<file path="config.mk">
export PLATFORM = sky130hd
export DESIGN_NAME = ray_generator
export DESIGN_NICKNAME = d
export VERILOG_FILES = /design/src/rtl/ray_generator.sv
export SDC_FILE = /design/constraint.sdc
export NUM_CORES = 1
export LEC_CHECK = 0
export ABC_AREA = 0
export CAP_MARGIN = 40
export CORE_AREA = 3 3 269 205
export CTS_BUF_LIST = sky130_fd_sc_hd__clkbuf_16
export DETAILED_ROUTE_END_ITERATION = 12
export DIE_AREA = 0 0 272 208
export GPL_TIMING_DRIVEN = 0
export HOLD_SLACK_MARGIN = 0.12
export PLACE_DENSITY = 0.58
export SLEW_MARGIN = 10
export SYNTH_ARGS = -nofsm -noshare
export SYNTH_HDL_FRONTEND = slang
export SYNTH_SLANG_ARGS = --single-unit
</file>
<file path="constraint.sdc">
create_clock -name clk -period 10.14 [get_ports clk]
set_input_delay 1.521 -clock clk [delete_from_list [all_inputs] [get_ports clk]]
set_output_delay 1.521 -clock clk [all_outputs]
set_load 0.01 [all_outputs]
</file>
<file path="src/rtl/ray_generator.sv">
// ray_generator: walks the camera pixel grid in raster order and streams one
// primary ray per pixel (origin = camera, direction = pixel - camera) over a
// valid/ready handshake. One start pulse produces one H_PIXELS x V_PIXELS frame.
// Optional feature macro: RAY_GEN_ABORT_EN adds an abort input that cancels a
// frame in LOAD or RUN without raising frame_done.
// Component index 0 is x, 1 is y, 2 is z for every vector port.
// pixel_x/pixel_y are $clog2 wide, widened to 1 bit when a dimension is 1.

module ray_generator #(
   parameter int H_PIXELS = 640,
   parameter int V_PIXELS = 480,
   localparam int XW = (H_PIXELS > 1) ? $clog2(H_PIXELS) : 1,
   localparam int YW = (V_PIXELS > 1) ? $clog2(V_PIXELS) : 1
) (
   input  logic                clk,
   input  logic                rst,
   input  logic                start,
   input  logic [2:0][11:0]    camera_location,
   input  logic [2:0][11:0]    beginnig_pixel_location,
   input  logic [2:0][11:0]    col_delta,
   input  logic [2:0][11:0]    row_delta,
`ifdef RAY_GEN_ABORT_EN
   input  logic                abort,
`endif
   output logic                ray_valid,
   input  logic                ray_ready,
   output logic [2:0][11:0]    ray_origin,
   output logic [2:0][12:0]    ray_direction,
   output logic [XW-1:0]       pixel_x,
   output logic [YW-1:0]       pixel_y,
   output logic                busy,
   output logic                frame_done
);

   typedef enum logic [1:0] {IDLE, LOAD, RUN, DONE} state_t;

   localparam logic [XW-1:0] X_LAST = XW'(H_PIXELS - 1);
   localparam logic [YW-1:0] Y_LAST = YW'(V_PIXELS - 1);

   state_t             state_q, state_d;
   logic [2:0][11:0]   cam_q, cam_d;
   logic [2:0][11:0]   col_delta_q, col_delta_d;
   logic [2:0][11:0]   row_delta_q, row_delta_d;
   logic [2:0][11:0]   row_acc_q, row_acc_d;
   logic [2:0][11:0]   pix_acc_q, pix_acc_d;
   logic [2:0][12:0]   dir_q, dir_d;
   logic [XW-1:0]      px_q, px_d;
   logic [YW-1:0]      py_q, py_d;
   logic               valid_q, valid_d;
   logic               busy_q, busy_d;
   logic               done_q, done_d;

   logic [2:0][11:0]   col_step;
   logic [2:0][11:0]   row_step;
   logic               accept;

   // Direction is computed with a zero-extended 13-bit subtract so it can never overflow.
   function automatic logic [2:0][12:0] ray_dir(input logic [2:0][11:0] pix,
                                                input logic [2:0][11:0] cam);
      logic [2:0][12:0] res;
      for (int i = 0; i < 3; i++) begin
         res[i] = {1'b0, pix[i]} - {1'b0, cam[i]};
      end
      return res;
   endfunction

   // Per-component column and row steps; each component wraps modulo 4096 on its own.
   always_comb begin
      for (int i = 0; i < 3; i++) begin
         col_step[i] = pix_acc_q[i] + col_delta_q[i];
         row_step[i] = row_acc_q[i] + row_delta_q[i];
      end
   end

   assign accept = valid_q && ray_ready;

   // Next-state logic: latches constants in LOAD, then advances the raster walk on each accept.
   always_comb begin
      state_d     = state_q;
      cam_d       = cam_q;
      col_delta_d = col_delta_q;
      row_delta_d = row_delta_q;
      row_acc_d   = row_acc_q;
      pix_acc_d   = pix_acc_q;
      dir_d       = dir_q;
      px_d        = px_q;
      py_d        = py_q;
      valid_d     = valid_q;
      busy_d      = busy_q;
      done_d      = 1'b0;
      case (state_q)
         IDLE: begin
            if (start) begin
               state_d = LOAD;
               busy_d  = 1'b1;
            end
         end
         LOAD: begin
            cam_d       = camera_location;
            col_delta_d = col_delta;
            row_delta_d = row_delta;
            row_acc_d   = beginnig_pixel_location;
            pix_acc_d   = beginnig_pixel_location;
            dir_d       = ray_dir(beginnig_pixel_location, camera_location);
            px_d        = '0;
            py_d        = '0;
            valid_d     = 1'b1;
            state_d     = RUN;
         end
         RUN: begin
            if (accept) begin
               if (px_q < X_LAST) begin
                  px_d      = px_q + 1'b1;
                  pix_acc_d = col_step;
                  dir_d     = ray_dir(col_step, cam_q);
               end else if (py_q < Y_LAST) begin
                  px_d      = '0;
                  py_d      = py_q + 1'b1;
                  row_acc_d = row_step;
                  pix_acc_d = row_step;
                  dir_d     = ray_dir(row_step, cam_q);
               end else begin
                  valid_d = 1'b0;
                  done_d  = 1'b1;
                  state_d = DONE;
               end
            end
         end
         DONE: begin
            busy_d  = 1'b0;
            state_d = IDLE;
         end
         default: begin
            state_d = IDLE;
            valid_d = 1'b0;
            busy_d  = 1'b0;
         end
      endcase
`ifdef RAY_GEN_ABORT_EN
      if (abort && (state_q == LOAD || state_q == RUN)) begin
         state_d = IDLE;
         valid_d = 1'b0;
         busy_d  = 1'b0;
         done_d  = 1'b0;
         px_d    = px_q;
         py_d    = py_q;
         dir_d   = dir_q;
      end
`endif
   end

   // State and registered-output flops; reset returns every output to zero immediately.
   always_ff @(posedge clk or posedge rst) begin
      if (rst) begin
         state_q     <= IDLE;
         cam_q       <= '0;
         col_delta_q <= '0;
         row_delta_q <= '0;
         row_acc_q   <= '0;
         pix_acc_q   <= '0;
         dir_q       <= '0;
         px_q        <= '0;
         py_q        <= '0;
         valid_q     <= 1'b0;
         busy_q      <= 1'b0;
         done_q      <= 1'b0;
      end else begin
         state_q     <= state_d;
         cam_q       <= cam_d;
         col_delta_q <= col_delta_d;
         row_delta_q <= row_delta_d;
         row_acc_q   <= row_acc_d;
         pix_acc_q   <= pix_acc_d;
         dir_q       <= dir_d;
         px_q        <= px_d;
         py_q        <= py_d;
         valid_q     <= valid_d;
         busy_q      <= busy_d;
         done_q      <= done_d;
      end
   end

   assign ray_valid     = valid_q;
   assign ray_origin    = cam_q;
   assign ray_direction = dir_q;
   assign pixel_x       = px_q;
   assign pixel_y       = py_q;
   assign busy          = busy_q;
   assign frame_done    = done_q;

endmodule

</file>
==> results.md <==
* FP Rows at 73
* Tightest Pin Transition at 0.939 ns
* Postcts setup bufs at 0
* Combinational power share at about 69%
* Drt wl/cell at 23.1 um
* CTS tree: built
* Psw at 0.00455 W
* Leak at roughly 9.1 nW
* Asr flop ratio synth at between 90% and 100%
* Largest fanout on the critical path at 8
* Worst Path Required at between 10 and 15 ns
* Max Slew Vio Count at 0
* Commonest non-fill, non-tap cells in the layout: clkdlybuf4s50_1 (244), dfrtp_1 (243), nand2_1 (196)
* Synth top area share at between 30% and 40%
* Pwr Density at about 450 nW/um^2
* Detailed Route WL at around 65 mm
* Maximum vdd drop at roughly 0.00017 V
* Largest area contributor in the netlist: dfrtp_1
* Flop pwr share at a little under a fifth
* Hold_buf cts at 0
* Nets at approximately 2400
* Status: complete, no violations
* Most common cell after layout, fill and taps aside: clkdlybuf4s50_1
* Area Overhead vs Synth at 28.6%
* Largest net degree at the start of global routing at approximately 100
* Via count at about 15000
* Switching share of power at between 40 and 50%
* Register area share after synthesis at between 30% and 40%
* Worst setup EP type: flip-flop
* DRC marker count from the first detailed-route iteration at about 1300
* Final setup fails at 0
* Warnings, synthesis at 0
* Clock slew seen by the registers of the worst setup and hold paths at around 0.060 ns
* # DRC at 0
* Clock share of power at approximately an eighth
* Die footprint at 56600 um^2
* Number of synthesized flops with an enable pin at 0
* Power Internal at slightly below 0.005 W
* Post-Synthesis Net Count at 2069
* Synth unique cells at 75
* Tmin final at roughly 4.8 ns
* Fillcell total at about 5200
* Initial antenna violation count at 6
* Cells along the critical path: ha_1, nand3_2, o31ai_2, buf_6, clkbuf_1, buf_8, nand2_1, o21ai_0, ha_1, o21ai_0, a21oi_1, or2_2, o311a_1, a311oi_1, a21oi_1, xnor2_1, a211oi_1
* Number of routed nets with antenna violations at 0
* Internal reg-to-reg setup slack at about 5.3 ns
* Vias in the first global route at around 15000
* Share of layout cells above drive strength 1 at 9.03%
* Max-slew headroom at between 30% and 40%
* TritonRoute pass-1 iters at 5
* Die height at between 200 and 250 um
* Vias per inst at 5.25
* CTS H-Tree Depth at 1
* Worst Path Buf+Inv at 3
* CTS resizes at 0
* Avg Inst Size Synth at around 9.2 um^2
* MaxCap Viol Count at 0
* Final Hold Fails at 0
* Total power at around 0.0095 W
* CTS max path bufs at 3
* Register bit total from synthesis at around 240
* Setup CP Type: flip-flop to flip-flop
* Sink Count at between 200 and 250
* Grt ovf at 0
* Clk Latency, worst-skew pair at 0.57 ns
* Ys flop type: dfrtp_1
* RSZ-0062 raised after global routing: no
* Worst clock skew at ~0.019 ns
* CP startpoint kind: flip-flop
* Hold_ws at about 0.48 ns
* Slowest cell delay on critical path at approximately 0.62 ns
* Min-delay worst type: flip-flop to flip-flop
* Worst EP arrival at 5.29 ns
* CORE AREA at 52700 um^2
* Total GRT Usage at between 20% and 30%
* Port bufs at between 200 and 250
* Final Cycle Share at around 47%
* Worst path top cell family by delay: compound AO/OA/AOI/OAI gates
* CTS Buf Count at 29
* Root Driver: clkbuf_16
* Synth area leaders: dfrtp_1 (37%), ha_1 (11%), mux2_2 (5.8%)
* Synth Instances at approximately 1800
* Post-layout util at approximately 40%
* Initial Util at between 30 and 40%
* Die extent in x at 272 um
* Synth Cell Area at 16200 um^2
* HPWL after DPL at between 50 and 60 mm
* Top Ports at roughly 250
* CP max-delay cell: o31ai_2
* Max Clock Freq at just over 0.2 GHz
* Placer Congestion at a little under 0.9
* Global-route wire length before repair at between 90 and 100 mm
==> Yosys cell counts (4+ instances only) <==
library cell and number:
a2111o_1 4, a211oi_1 25, a21o_1 35, a21oi_1 138
a221oi_1 4, a31oi_1 17, and3_1 10, buf_1 6
buf_2 16, buf_4 4, clkbuf_1 38, dfrtp_1 243
fa_1 12, ha_1 144, inv_1 92, mux2_2 83
mux2i_1 36, nand2_1 196, nand2b_1 26, nand3_1 21
nand4_1 7, nor2_1 133, nor2b_1 26, nor3_1 13
o21a_1 31, o21ai_0 171, o21ai_1 11, o21bai_1 5
o221ai_1 5, o22ai_1 10, o31a_1 4, o31ai_1 9
o32ai_1 4, or3_1 7, xnor2_1 75, xor2_1 39
==> per-stage QoR <==
stage          std cells  setup TNS, ns  setup WS [ns]  instance area, um^2
6_report            2795              0           5.32                20900
5_1_grt             2795              0           4.99                20900
4_1_cts             2793              0           5.39                20900
3_5_place_dp        2740              0           5.44                19900
3_3_place_gp        2721        -466.67          -1.97                19600
2_1_floorplan       1765              0           1.95                16200
==> power groups by stage <==
stage          clock network (W)  registers, W  logic (W)
2_1_floorplan                  0       0.00173    0.00444
3_3_place_gp                   0       0.00180    0.00625
3_5_place_dp                   0       0.00181    0.00644
4_1_cts                  0.00116       0.00180    0.00649
5_1_grt                  0.00120       0.00185    0.00718
6_report                 0.00114       0.00180    0.00655
==> cells by family (layout without fill, tap and decap cells) <==
kind of cell / Yosys count / in the layout / synth area share, %
fa+ha+maj: 156 / 156 / 12.6
flops: 243 / 243 / 37.4
xor+xnor: 114 / 114 / 6.15
other cells: 0 / 2 / 0
simple gates: 456 / 456 / 12.4
compound gates: 517 / 517 / 19.5
buf+inv: 158 / 474 / 3.92
mux: 121 / 121 / 8.11
==> worst paths after layout <==
| path | start | to | cells after the start |
|---|---|---|---|
| max in group asynchronous | rst | col_delta_q[25]$_DFFE_PP0P_ | 3 |
| setup reg to reg | pixel_x[0]$_DFFE_PP0P_ | ray_direction[37]$_DFFE_PP0P_ | 17 |
| hold reg to reg | ray_direction[21]$_DFFE_PP0P_ | ray_direction[21]$_DFFE_PP0P_ | 2 |
| hold / removal | ray_direction[21]$_DFFE_PP0P_ | ray_direction[21]$_DFFE_PP0P_ | 2 |
| setup / recovery | pixel_x[0]$_DFFE_PP0P_ | ray_direction[37]$_DFFE_PP0P_ | 17 |
| min in group asynchronous | rst | col_delta_q[12]$_DFFE_PP0P_ | 2 |
==> sequential cells by signal, indices dropped and copies added (netlist names), 9 cells and up <==
register	cells
pixel_y	9
row_delta_q	36
row_acc_q	36
ray_direction	39
col_delta_q	36
pixel_x	10
pix_acc_q	36
ray_origin	36
==> routing by layer <==
| metal | vias to the layer above | share of wire [%] | track usage (%) |
|---|---|---|---|
| met2 | 563 | 43 | 33.8 |
| li1 | 6862 | - | - |
| met1 | 7150 | 45 | 31.2 |
| met3 | 105 | 9.1 | 5.53 |
| met4 | 4 | 3.1 | 6.38 |
| met5 | - | 0.048 | 0 |
==> final cells by class <==
| class | count | area (um^2) | area share, % |
|---|---|---|---|
| Antenna cell | 2 | 5.00 | 0.0239 |
| Buffer | 66 | 293 | 1.40 |
| Clock buffer | 29 | 726 | 3.47 |
| Clock inverter | 24 | 288 | 1.38 |
| Inverter | 92 | 353 | 1.69 |
| Multi-Input combinational cell | 1364 | 9540 | 45.6 |
| Sequential cell | 243 | 6080 | 29.1 |
| Tap cell | 712 | 891 | 4.26 |
| Timing Repair Buffer | 263 | 2730 | 13.1 |
==> worst reg2reg max path, cell delays in order (launching register included) <==
cell and delay (ns):
dfrtp_1 0.44, ha_1 0.24, nand3_2 0.14, o31ai_2 0.62, buf_6 0.24, clkbuf_1 0.41
buf_8 0.22, nand2_1 0.06, o21ai_0 0.11, ha_1 0.33, o21ai_0 0.21, a21oi_1 0.10
or2_2 0.31, o311a_1 0.33, a311oi_1 0.43, a21oi_1 0.16, xnor2_1 0.16, a211oi_1 0.22
(Power assumes the default switching activity.)
